`config.mk`:
```
export PLATFORM = sky130hd
export DESIGN_NAME = sw_alloc_flat
export DESIGN_NICKNAME = d
export VERILOG_FILES = /design/src/rtl/sw_alloc_pkg.sv /design/src/rtl/sw_alloc_if.sv /design/src/rtl/sw_alloc_rr_arb.sv /design/src/rtl/sw_alloc.sv /design/src/flat_wrapper.sv
export SDC_FILE = /design/constraint.sdc
export NUM_CORES = 1
export LEC_CHECK = 0
export BUFFER_PORTS_ARGS = -buffer_cell sky130_fd_sc_hd__buf_2
export CELL_PAD_IN_SITES_DETAIL_PLACEMENT = 0
export CELL_PAD_IN_SITES_GLOBAL_PLACEMENT = 1
export CORE_MARGIN = 2
export CORE_UTILIZATION = 45
export CTS_CLUSTER_DIAMETER = 150
export DETAILED_ROUTE_END_ITERATION = 8
export PLACE_DENSITY = 0.92
export SYNTH_ARGS = -nofsm -noshare
export SYNTH_HDL_FRONTEND = slang
export SYNTH_SLANG_ARGS = --single-unit
```
`constraint.sdc`:
```
create_clock -name clk -period 2.9 [get_ports clk]
set_clock_uncertainty 0.05 [all_clocks]
set_input_delay 0.29 -clock clk [delete_from_list [all_inputs] [get_ports clk]]
set_output_delay 0.29 -clock clk [all_outputs]
set_load 0.05 [all_outputs]
```
`src/rtl/sw_alloc_pkg.sv`:
```
// Shared constants and FSM encoding for the switch allocator.
package sw_alloc_pkg;

  localparam int CW_DEF    = 3;
  localparam int N_IN_DEF  = 5;
  localparam int N_OUT_DEF = 5;

  typedef enum logic {
    IDLE = 1'b0,
    BUSY = 1'b1
  } state_e;

endpackage

```
`src/rtl/sw_alloc_if.sv`:
```
// Request/grant and crossbar-select bundle between the router ports and the allocator.
interface sw_alloc_if
  import sw_alloc_pkg::*;
#(
  parameter int N_IN  = N_IN_DEF,
  parameter int N_OUT = N_OUT_DEF,
  parameter int CW    = CW_DEF
);

  logic [N_IN-1:0]     sw_req;
  logic [N_IN*CW-1:0]  sw_chnl;
  logic [N_IN-1:0]     sw_gnt;
  logic [N_OUT-1:0]    out_rdy;
  logic [N_OUT-1:0]    out_vld;
  logic [N_OUT*CW-1:0] out_sel;

  modport master (
    output sw_req, sw_chnl, out_rdy,
    input  sw_gnt, out_vld, out_sel
  );

  modport slave (
    input  sw_req, sw_chnl, out_rdy,
    output sw_gnt, out_vld, out_sel
  );

endinterface

```
`src/rtl/sw_alloc_rr_arb.sv`:
```
// Round-robin picker: lowest requester at or after the pointer, wrapping to 0.
module rr_arb #(
  parameter int N = 5,
  parameter int W = 3
) (
  input  logic [N-1:0] i_req,
  input  logic [W-1:0] i_ptr,
  output logic [N-1:0] o_gnt,
  output logic [W-1:0] o_idx,
  output logic         o_any
);

  assign o_any = |i_req;

  // Wrapped requesters (below ptr) are picked first, then overridden by any at/after ptr;
  // descending scans leave the lowest index of each group as the final pick.
  always_comb begin
    o_gnt = '0;
    o_idx = '0;
    for (int i = N - 1; i >= 0; i--) begin
      if (i_req[i] && (int'(i_ptr) > i)) begin
        o_gnt    = '0;
        o_gnt[i] = 1'b1;
        o_idx    = W'(i);
      end
    end
    for (int i = N - 1; i >= 0; i--) begin
      if (i_req[i] && (i >= int'(i_ptr))) begin
        o_gnt    = '0;
        o_gnt[i] = 1'b1;
        o_idx    = W'(i);
      end
    end
  end

endmodule

```
`src/rtl/sw_alloc.sv`:
```
// Switch allocator: one round-robin IDLE/BUSY FSM per output, packet-locked grants.
//
//   state | meaning
//   IDLE  | output free; allocates on out_rdy with an eligible requester
//   BUSY  | output locked to r_win until that input drops its request
module sw_alloc
  import sw_alloc_pkg::*;
#(
  parameter int N_IN  = N_IN_DEF,
  parameter int N_OUT = N_OUT_DEF,
  parameter int CW    = CW_DEF
) (
  input logic      clk,
  input logic      reset,
  sw_alloc_if.slave bus
);

  state_e              r_state [N_OUT];
  logic [CW-1:0]       r_win   [N_OUT];
  logic [CW-1:0]       r_sel   [N_OUT];
  logic [CW-1:0]       r_ptr   [N_OUT];
  logic [N_OUT-1:0]    r_vld;
  logic [N_IN-1:0]     r_gnt;

  logic [N_IN-1:0]     w_cand    [N_OUT];
  logic [N_IN-1:0]     w_arb_gnt [N_OUT];
  logic [CW-1:0]       w_arb_idx [N_OUT];
  logic                w_arb_any [N_OUT];
  logic [N_OUT-1:0]    w_take;
  logic [N_OUT-1:0]    w_rel;
  logic [N_IN-1:0]     w_set;
  logic [N_IN-1:0]     w_clr;
  logic [N_OUT*CW-1:0] w_sel_flat;

  // Candidates for output o: live, not already granted, aimed at o (out-of-range channels never match)
  always_comb begin
    logic [CW-1:0] w_chnl;
    w_chnl = '0;
    for (int o = 0; o < N_OUT; o++) begin
      w_cand[o] = '0;
      for (int i = 0; i < N_IN; i++) begin
        w_chnl       = bus.sw_chnl[i*CW +: CW];
        w_cand[o][i] = bus.sw_req[i] && !r_gnt[i] &&
                       (int'(w_chnl) < N_OUT) && (int'(w_chnl) == o);
      end
    end
  end

  for (genvar o = 0; o < N_OUT; o++) begin : g_arb
    rr_arb #(.N(N_IN), .W(CW)) u_arb (
      .i_req (w_cand[o]),
      .i_ptr (r_ptr[o]),
      .o_gnt (w_arb_gnt[o]),
      .o_idx (w_arb_idx[o]),
      .o_any (w_arb_any[o])
    );
  end

  // Allocation and release events per output, folded into per-input grant set/clear
  always_comb begin
    w_take = '0;
    w_rel  = '0;
    w_set  = '0;
    w_clr  = '0;
    for (int o = 0; o < N_OUT; o++) begin
      w_take[o] = (r_state[o] == IDLE) && bus.out_rdy[o] && w_arb_any[o];
      w_rel[o]  = (r_state[o] == BUSY) && !bus.sw_req[r_win[o]];
      for (int i = 0; i < N_IN; i++) begin
        if (w_take[o] && w_arb_gnt[o][i]) w_set[i] = 1'b1;
        if (w_rel[o] && (r_win[o] == CW'(i))) w_clr[i] = 1'b1;
      end
    end
  end

  // Output FSMs; a release edge always lands in IDLE, so no same-edge regrant
  always_ff @(posedge clk or negedge reset) begin
    if (!reset) begin
      for (int o = 0; o < N_OUT; o++) begin
        r_state[o] <= IDLE;
        r_win[o]   <= '0;
        r_sel[o]   <= '0;
        r_ptr[o]   <= '0;
      end
      r_vld <= '0;
    end else begin
      for (int o = 0; o < N_OUT; o++) begin
        if (w_take[o]) begin
          r_state[o] <= BUSY;
          r_win[o]   <= w_arb_idx[o];
          r_sel[o]   <= w_arb_idx[o];
          r_vld[o]   <= 1'b1;
          r_ptr[o]   <= (w_arb_idx[o] == CW'(N_IN - 1)) ? '0 : w_arb_idx[o] + CW'(1);
        end else if (w_rel[o]) begin
          r_state[o] <= IDLE;
          r_sel[o]   <= '0;
          r_vld[o]   <= 1'b0;
        end
      end
    end
  end

  // Grants: an input can only win on the output it points at, and release needs its request low
  always_ff @(posedge clk or negedge reset) begin
    if (!reset) r_gnt <= '0;
    else        r_gnt <= (r_gnt & ~w_clr) | w_set;
  end

  // Flatten per-output selects onto the bus
  always_comb begin
    w_sel_flat = '0;
    for (int o = 0; o < N_OUT; o++) w_sel_flat[o*CW +: CW] = r_sel[o];
  end

  assign bus.sw_gnt  = r_gnt;
  assign bus.out_vld = r_vld;
  assign bus.out_sel = w_sel_flat;

endmodule

```
`src/flat_wrapper.sv`:
```
// flat-port wrapper written by rule: the top's interface ports become plain ports
module sw_alloc_flat import sw_alloc_pkg::*;
#(
  parameter int N_IN  = N_IN_DEF,
  parameter int N_OUT = N_OUT_DEF,
  parameter int CW    = CW_DEF
)
  (clk, reset, bus_sw_req, bus_sw_chnl, bus_out_rdy, bus_sw_gnt, bus_out_vld, bus_out_sel);
  sw_alloc_if #(.N_IN(N_IN), .N_OUT(N_OUT), .CW(CW)) bus_i ();
  input logic clk;
  input logic reset;
  input wire logic [$bits(bus_i.sw_req)-1:0] bus_sw_req;
  input wire logic [$bits(bus_i.sw_chnl)-1:0] bus_sw_chnl;
  input wire logic [$bits(bus_i.out_rdy)-1:0] bus_out_rdy;
  output wire logic [$bits(bus_i.sw_gnt)-1:0] bus_sw_gnt;
  output wire logic [$bits(bus_i.out_vld)-1:0] bus_out_vld;
  output wire logic [$bits(bus_i.out_sel)-1:0] bus_out_sel;
  assign bus_i.sw_req = bus_sw_req;
  assign bus_i.sw_chnl = bus_sw_chnl;
  assign bus_i.out_rdy = bus_out_rdy;
  assign bus_sw_gnt = bus_i.sw_gnt;
  assign bus_out_vld = bus_i.out_vld;
  assign bus_out_sel = bus_i.out_sel;
  sw_alloc #(.N_IN(N_IN), .N_OUT(N_OUT), .CW(CW)) u_core (.clk(clk), .reset(reset), .bus(bus_i));
endmodule
```
After elaboration in Yosys (flattened, before gate mapping)
Index checks and enable logic that the tools add are counted.
Widths: inputs -> output; s select.

cells by class
  add/sub/neg operators = 5
  bitwise gates (word level) = 8
  reduce and logical (&&, ||, !) cells = 180
  multiplexer cells = 185
  eq/ne operators = 45
  $lt $le $gt $ge = 60

operator list
  kind                 count
  $mux 5               50
  $mux 3               65
  $logic_and 1x1->1    150
  $eq 3x3->1 const B   25
  $mux 1               65
  $eq 3x2->1 const B   15
  $ge 1x3->1 const A   10
  $ge 2x3->1 const A   10
  $gt 3x1->1 const B   10
  $gt 3x2->1 const B   10
  $logic_not 3->1      10
  $reduce_or 5->1      5
  $lt 3x4->1 const B   5
  $add 3x1->3 const B  5
  $bmux 1 s3           5
  $eq 3x1->1 const B   5
  $ge 3x3->1 const A   5
  $gt 3x3->1 const B   5
  $lt 3x3->1 const B   5
  $logic_not 1->1      10
  $reduce_bool 2->1    5
  $and 5x5->5          1
  $not 1->1            5
  $not 5->5            1
  $or 5x5->5           1

storage, ports and cells
  logic and storage cells = 504
  flip-flop bits (word level) = 55
  output and inout port bits = 25

Depth between registers and ports, before layout
  word-level depth = 22
  depth in mapped cells = 12

By module
From an unflattened synthesis, not the netlist that was laid out.

unflattened totals
  cells, all modules = 586
  area, all modules = 4,888.4 um2

by module, submodules not included
  module    instances  area each (um2)  seq. area each (um2)  cells each
  sw_alloc  1          3,193.1          1,376.3               321
  rr_arb    5          339.1            0.0                   53

Least setup slack after synthesis
No wires, ideal clock.

  path kind = reg-to-reg
  start = register u_core.r_gnt[0], in the netlist u_core.bus.sw_gnt[0]
  end = register u_core.r_ptr[11] (netlist bit)
  cell stages (with the launch flop) = 12
  slack = 166 ps
  clock period less this slack = 2,734 ps
  data required time = 2,768 ps
  data arrival time = 2,602 ps
  cells stage by stage = dfrtp_1 -> and3b_1 -> clkbuf_1 -> a22oi_4 -> o21ai_0 -> a22o_1 -> a221oi_2 -> inv_1 -> ha_1 -> nor3_1 -> nand2_1 -> a31oi_1

between the ends
  longest elaborated chain between the ends = 13
  elaborated cells on any way between the ends = 17

ends and longest elaborated chain
  what                                              RTL line               source
  start: declaration                                sw_alloc.sv:23         logic [N_IN-1:0] r_gnt;
  start signal: assignment                          sw_alloc.sv:105        else r_gnt <= (r_gnt & ~w_clr) | w_set;
  $logic_not 1->1 *                                 sw_alloc.sv:43         w_cand[o][i] = bus.sw_req[i] && !r_gnt[i] &&
  $logic_and 1x1->1 * (2 in a row)                  sw_alloc.sv:43
  $logic_and 1x1->1 *                               sw_alloc.sv:44         (int'(w_chnl) < N_OUT) && (int'(w_chnl) == o);
  $logic_and 1x1->1                                 sw_alloc_rr_arb.sv:21  if (i_req[i] && (int'(i_ptr) > i)) begin
  $mux 3                                            sw_alloc_rr_arb.sv:21
  $mux 3 (4 in a row)                               sw_alloc_rr_arb.sv:28  if (i_req[i] && (i >= int'(i_ptr))) begin
  $mux 3 *                                          sw_alloc_rr_arb.sv:28
  via u_core.g_arb[1].u_arb.o_idx[1]                sw_alloc_rr_arb.sv:9   output logic [W-1:0] o_idx,
  $add 3x1->3 / $eq 3x3->1 (equally long branches)  sw_alloc.sv:92         r_ptr[o] <= (w_arb_idx[o] == CW'(N_IN - 1)) ? '0 : w_arb_idx[o] + CW'(1);
  $mux 3 *                                          sw_alloc.sv:92
  end signal: indexed assignment                    sw_alloc.sv:92
  end: declaration                                  sw_alloc.sv:21         logic [CW-1:0] r_ptr [N_OUT];

Mark *: on every way through the listed nets, which the timed path passes. The rest lies on a longest branch.
A chain may end at the register's enable or synchronous reset.

Worst setup path in the final report
  start = register u_core.r_gnt[1], in the netlist u_core.bus.sw_gnt[1]
  end = register u_core.r_ptr[1] (netlist bit)

between the ends
  longest elaborated chain between the ends = 14
  elaborated cells on any way between the ends = 18

ends and longest elaborated chain
  what                                              RTL line
  $logic_not 1->1 *                                 sw_alloc.sv:43
  $logic_and 1x1->1 * (2 in a row)                  sw_alloc.sv:43
  $logic_and 1x1->1 *                               sw_alloc.sv:44
  $logic_and 1x1->1                                 sw_alloc_rr_arb.sv:21
  $mux 3 (2 in a row)                               sw_alloc_rr_arb.sv:21
  $mux 3 (3 in a row)                               sw_alloc_rr_arb.sv:28
  $mux 3 * (2 in a row)                             sw_alloc_rr_arb.sv:28
  via u_core.g_arb[4].u_arb.o_idx[1]                sw_alloc_rr_arb.sv:9
  $add 3x1->3 / $eq 3x3->1 (equally long branches)  sw_alloc.sv:92
  $mux 3 *                                          sw_alloc.sv:92

Marks and branches as above.

==> run metrics <==
status=complete, but fails checks; failing checks=hold timing; CTS max path bufs=2; maximum VDD drop=about 0.38 mV; DRT antenna net count=0; CTS clk-pin slew, worst paths=0.11 ns; Yosys reg bits=55; vias in the first global route=between 5000 and 6000; CTS buffer count=5; reg2reg end=u_core.r_ptr[1]; min cycle time layout=2.71 ns; Final Cell Area=0.00569 mm²; largest net degree at the start of global routing=34; initial DRC count=just over 600; Rows=38; Max Cap Viol=0; Synth Net Count=642; first-pass GRT wire length=about 28000 µm; initial antenna violation count=0; H-tree Lvls=2; Detail Placement HPWL=about 13000 µm; leak pwr=around 2.4 nW; Crit Path Class=reg2reg; most frequent cells in the layout=nand2_1, dfrtp_1, nor2_1, buf_2, buf_4; # clock sinks=55; crit path launch type=flip-flop; DIE AREA=~0.012 mm²; grt ovf=0; worst path required time=about 3.1 ns; CP Max Fanout=6; Final setup violation count=0; Root Buffer=clkbuf_8; detailed-router iteration count before antenna repair=5; r2r setup slk=0.19 ns; unrepaired setup endpoints after global routing=no; Post-synth EDFFs=0; starting density of the core=0.460; Top FF cell, synth=dfrtp_1; final WL=approximately 17000 µm; Worst R2R Start=u_core.bus.sw_gnt[1]; max-slew violation count=0; Mapped Area=a little under 0.005 mm²; Period Utilization, post-route=0.934; Port Buffers=slightly above 50; ys async rst share=1.00; most common cell after layout, fill and taps aside=nand2_1; Placed Area=0.00556 mm²; minimum hold slack=-0.0362 ns; Setup TNS=0 ns; Post-layout nets=710; Tightest Pin Transition=1.07 ns; share of cells above drive strength 1=0.209; PD cells=732 mW/mm²; GP Congestion=a little under 1; register area share after synthesis=0.277; gr usage total=0.301; I/O pin cnt=52; clock latency on the worst-skew pair=0.34 ns; drt drc=0; Wirelength per Cell=21.2 µm; Worst Setup End Kind=flip-flop; Mean Syn Cell Area=8.21 µm²; worst reg-to-reg path cell count=9; Via density=6.65; Hold Path Class=in2async; fmax=369 MHz; TritonCTS clock tree=yes; Post-Synthesis Cells=605; Die X=109 µm; routed vias=5412; CP Data Arrival Time=2.90 ns; Yosys cell types=86; Die Ht=109 µm; slew margin rel.=0.266; Ant. Diodes=0; core area=0.0108 mm²; Syn-to-layout area delta=14.5%; yosys warns=0; Hold Violations, Final=32
[critical path, cell delays in order, from the launching register on]
cell and delay, ns:
dfrtp_2 0.48, nor4b_2 0.09, buf_4 0.17, a22oi_1 0.49, nand3b_1 0.20, a311oi_1 0.39
buf_4 0.19, inv_1 0.04, ha_1 0.26, mux2_2 0.26
[registers in the layout, indices dropped and copies added (netlist names)]
name / count
u_core.bus.out_vld: 2
u_core.bus.out_sel: 15
u_core.r_win: 15
u_core.r_ptr: 15
u_core.r_state: 3
u_core.bus.sw_gnt: 5
[cell usage after synthesis, types with 4 or more instances]
cell type   n  area, µm²
clkbuf_1   20       75.1
a32o_1      4       40.0
nand3b_1   11       82.6
nand2b_1   12       75.1
o311ai_0    4       35.0
inv_1      25       93.8
mux2i_1     4       40.0
a32oi_1     4       35.0
o21bai_1    4       30.0
or3_1       4       25.0
mux2_2      7       78.8
a31oi_1    21        131
nand4b_1    5       43.8
nand4_1     8       50.1
ha_1       10        125
o21ai_0    24        120
a2111oi_0   6       52.6
nor3_1     17       85.1
nor2b_1     7       43.8
o221ai_1    4       35.0
buf_2       8       40.0
nor4b_1     4       35.0
a22o_1     12        105
o211ai_1    4       30.0
a21o_1     10       75.1
and2_1      7       43.8
a211oi_1   12       90.1
o31ai_1     4       30.0
nand3_1    18       90.1
or2_2       4       25.0
a21oi_1    25        125
a311oi_1    7       61.3
mux4_1      5        131
o32ai_1     6       52.6
nor4bb_1    8       80.1
nor2_1     52        195
nand2_1    75        282
dfrtp_1    55       1380
o22ai_1     4       25.0
nor4_1      9       56.3
[how the worst max path moves through the flow]
stage                          from                to  slack (ns)  cells past startpoint
2_1_floorplan  u_core.bus.sw_gnt[0]  u_core.r_ptr[11]        0.17                     11
3_3_place_gp   u_core.bus.sw_gnt[1]  u_core.r_ptr[14]        0.12                     10
3_5_place_dp   u_core.bus.sw_gnt[1]  u_core.r_ptr[11]        0.11                      9
4_1_cts        u_core.bus.sw_gnt[1]  u_core.r_ptr[11]        0.08                      9
5_1_grt        u_core.bus.sw_gnt[0]  u_core.r_ptr[11]        0.01                     10
6_report       u_core.bus.sw_gnt[1]   u_core.r_ptr[1]        0.19                      9
[kinds of logic (layout without fill, tap and decap cells)]
| group | count (synthesis) | after routing | synth area share |
|---|---|---|---|
| buffers and inverters | 57 | 126 | 0.0484 |
| AOI/OAI and AO/OA | 193 | 193 | 0.292 |
| and+or+nand+nor | 274 | 274 | 0.307 |
| DFF | 55 | 55 | 0.277 |
| muxes | 16 | 16 | 0.0504 |
| adders and majority gates | 10 | 10 | 0.0252 |
[timing repair]
item / 4_1_cts / 5_1_grt
setup buffers: 0 / 2
setup endpoints to repair: 0 / 9
gates resized for setup: 0 / 7
hold buffers: 0 / 0
[power breakdown]
| group | internal [mW] | leakage (nW) | switching [mW] |
|---|---|---|---|
| clock network | 0.176 | 0.0489 | 0.297 |
| logic | 0.823 | 1.66 | 1.38 |
| registers | 1.01 | 0.717 | 0.475 |
[metal layers]
metal	vias to the layer above	GRT usage	part of all wire
met4	0	0.0971	0.034
met3	56	0.0669	0.079
met5	-	0	0
li1	2487	-	-
met1	2586	0.410	0.43
met2	283	0.472	0.46
[layout make-up]
cell class                      count  area, µm²
Multi-Input combinational cell    493       3380
Fill cell                        1033       5110
Inverter                           25       93.8
Sequential cell                    55       1380
Tap cell                          140        175
Timing Repair Buffer               93        571
Clock inverter                      3       22.5
Clock buffer                        5       68.8
[per-stage QoR]
stage / power, mW / utilization / worst slack (ns) / instances
finish: 4.16 / 0.527 / 0.193 / 814
CTS: 4.10 / 0.524 / 0.0800 / 812
floorplan: 2.93 / - / 0.166 / 605
global route: 4.44 / 0.527 / 0.0123 / 814
detailed placement: 3.63 / 0.515 / 0.114 / 804
global placement: 3.61 / 0.515 / 0.117 / 804
No activity file was read; power rests on OpenSTA's default activity.
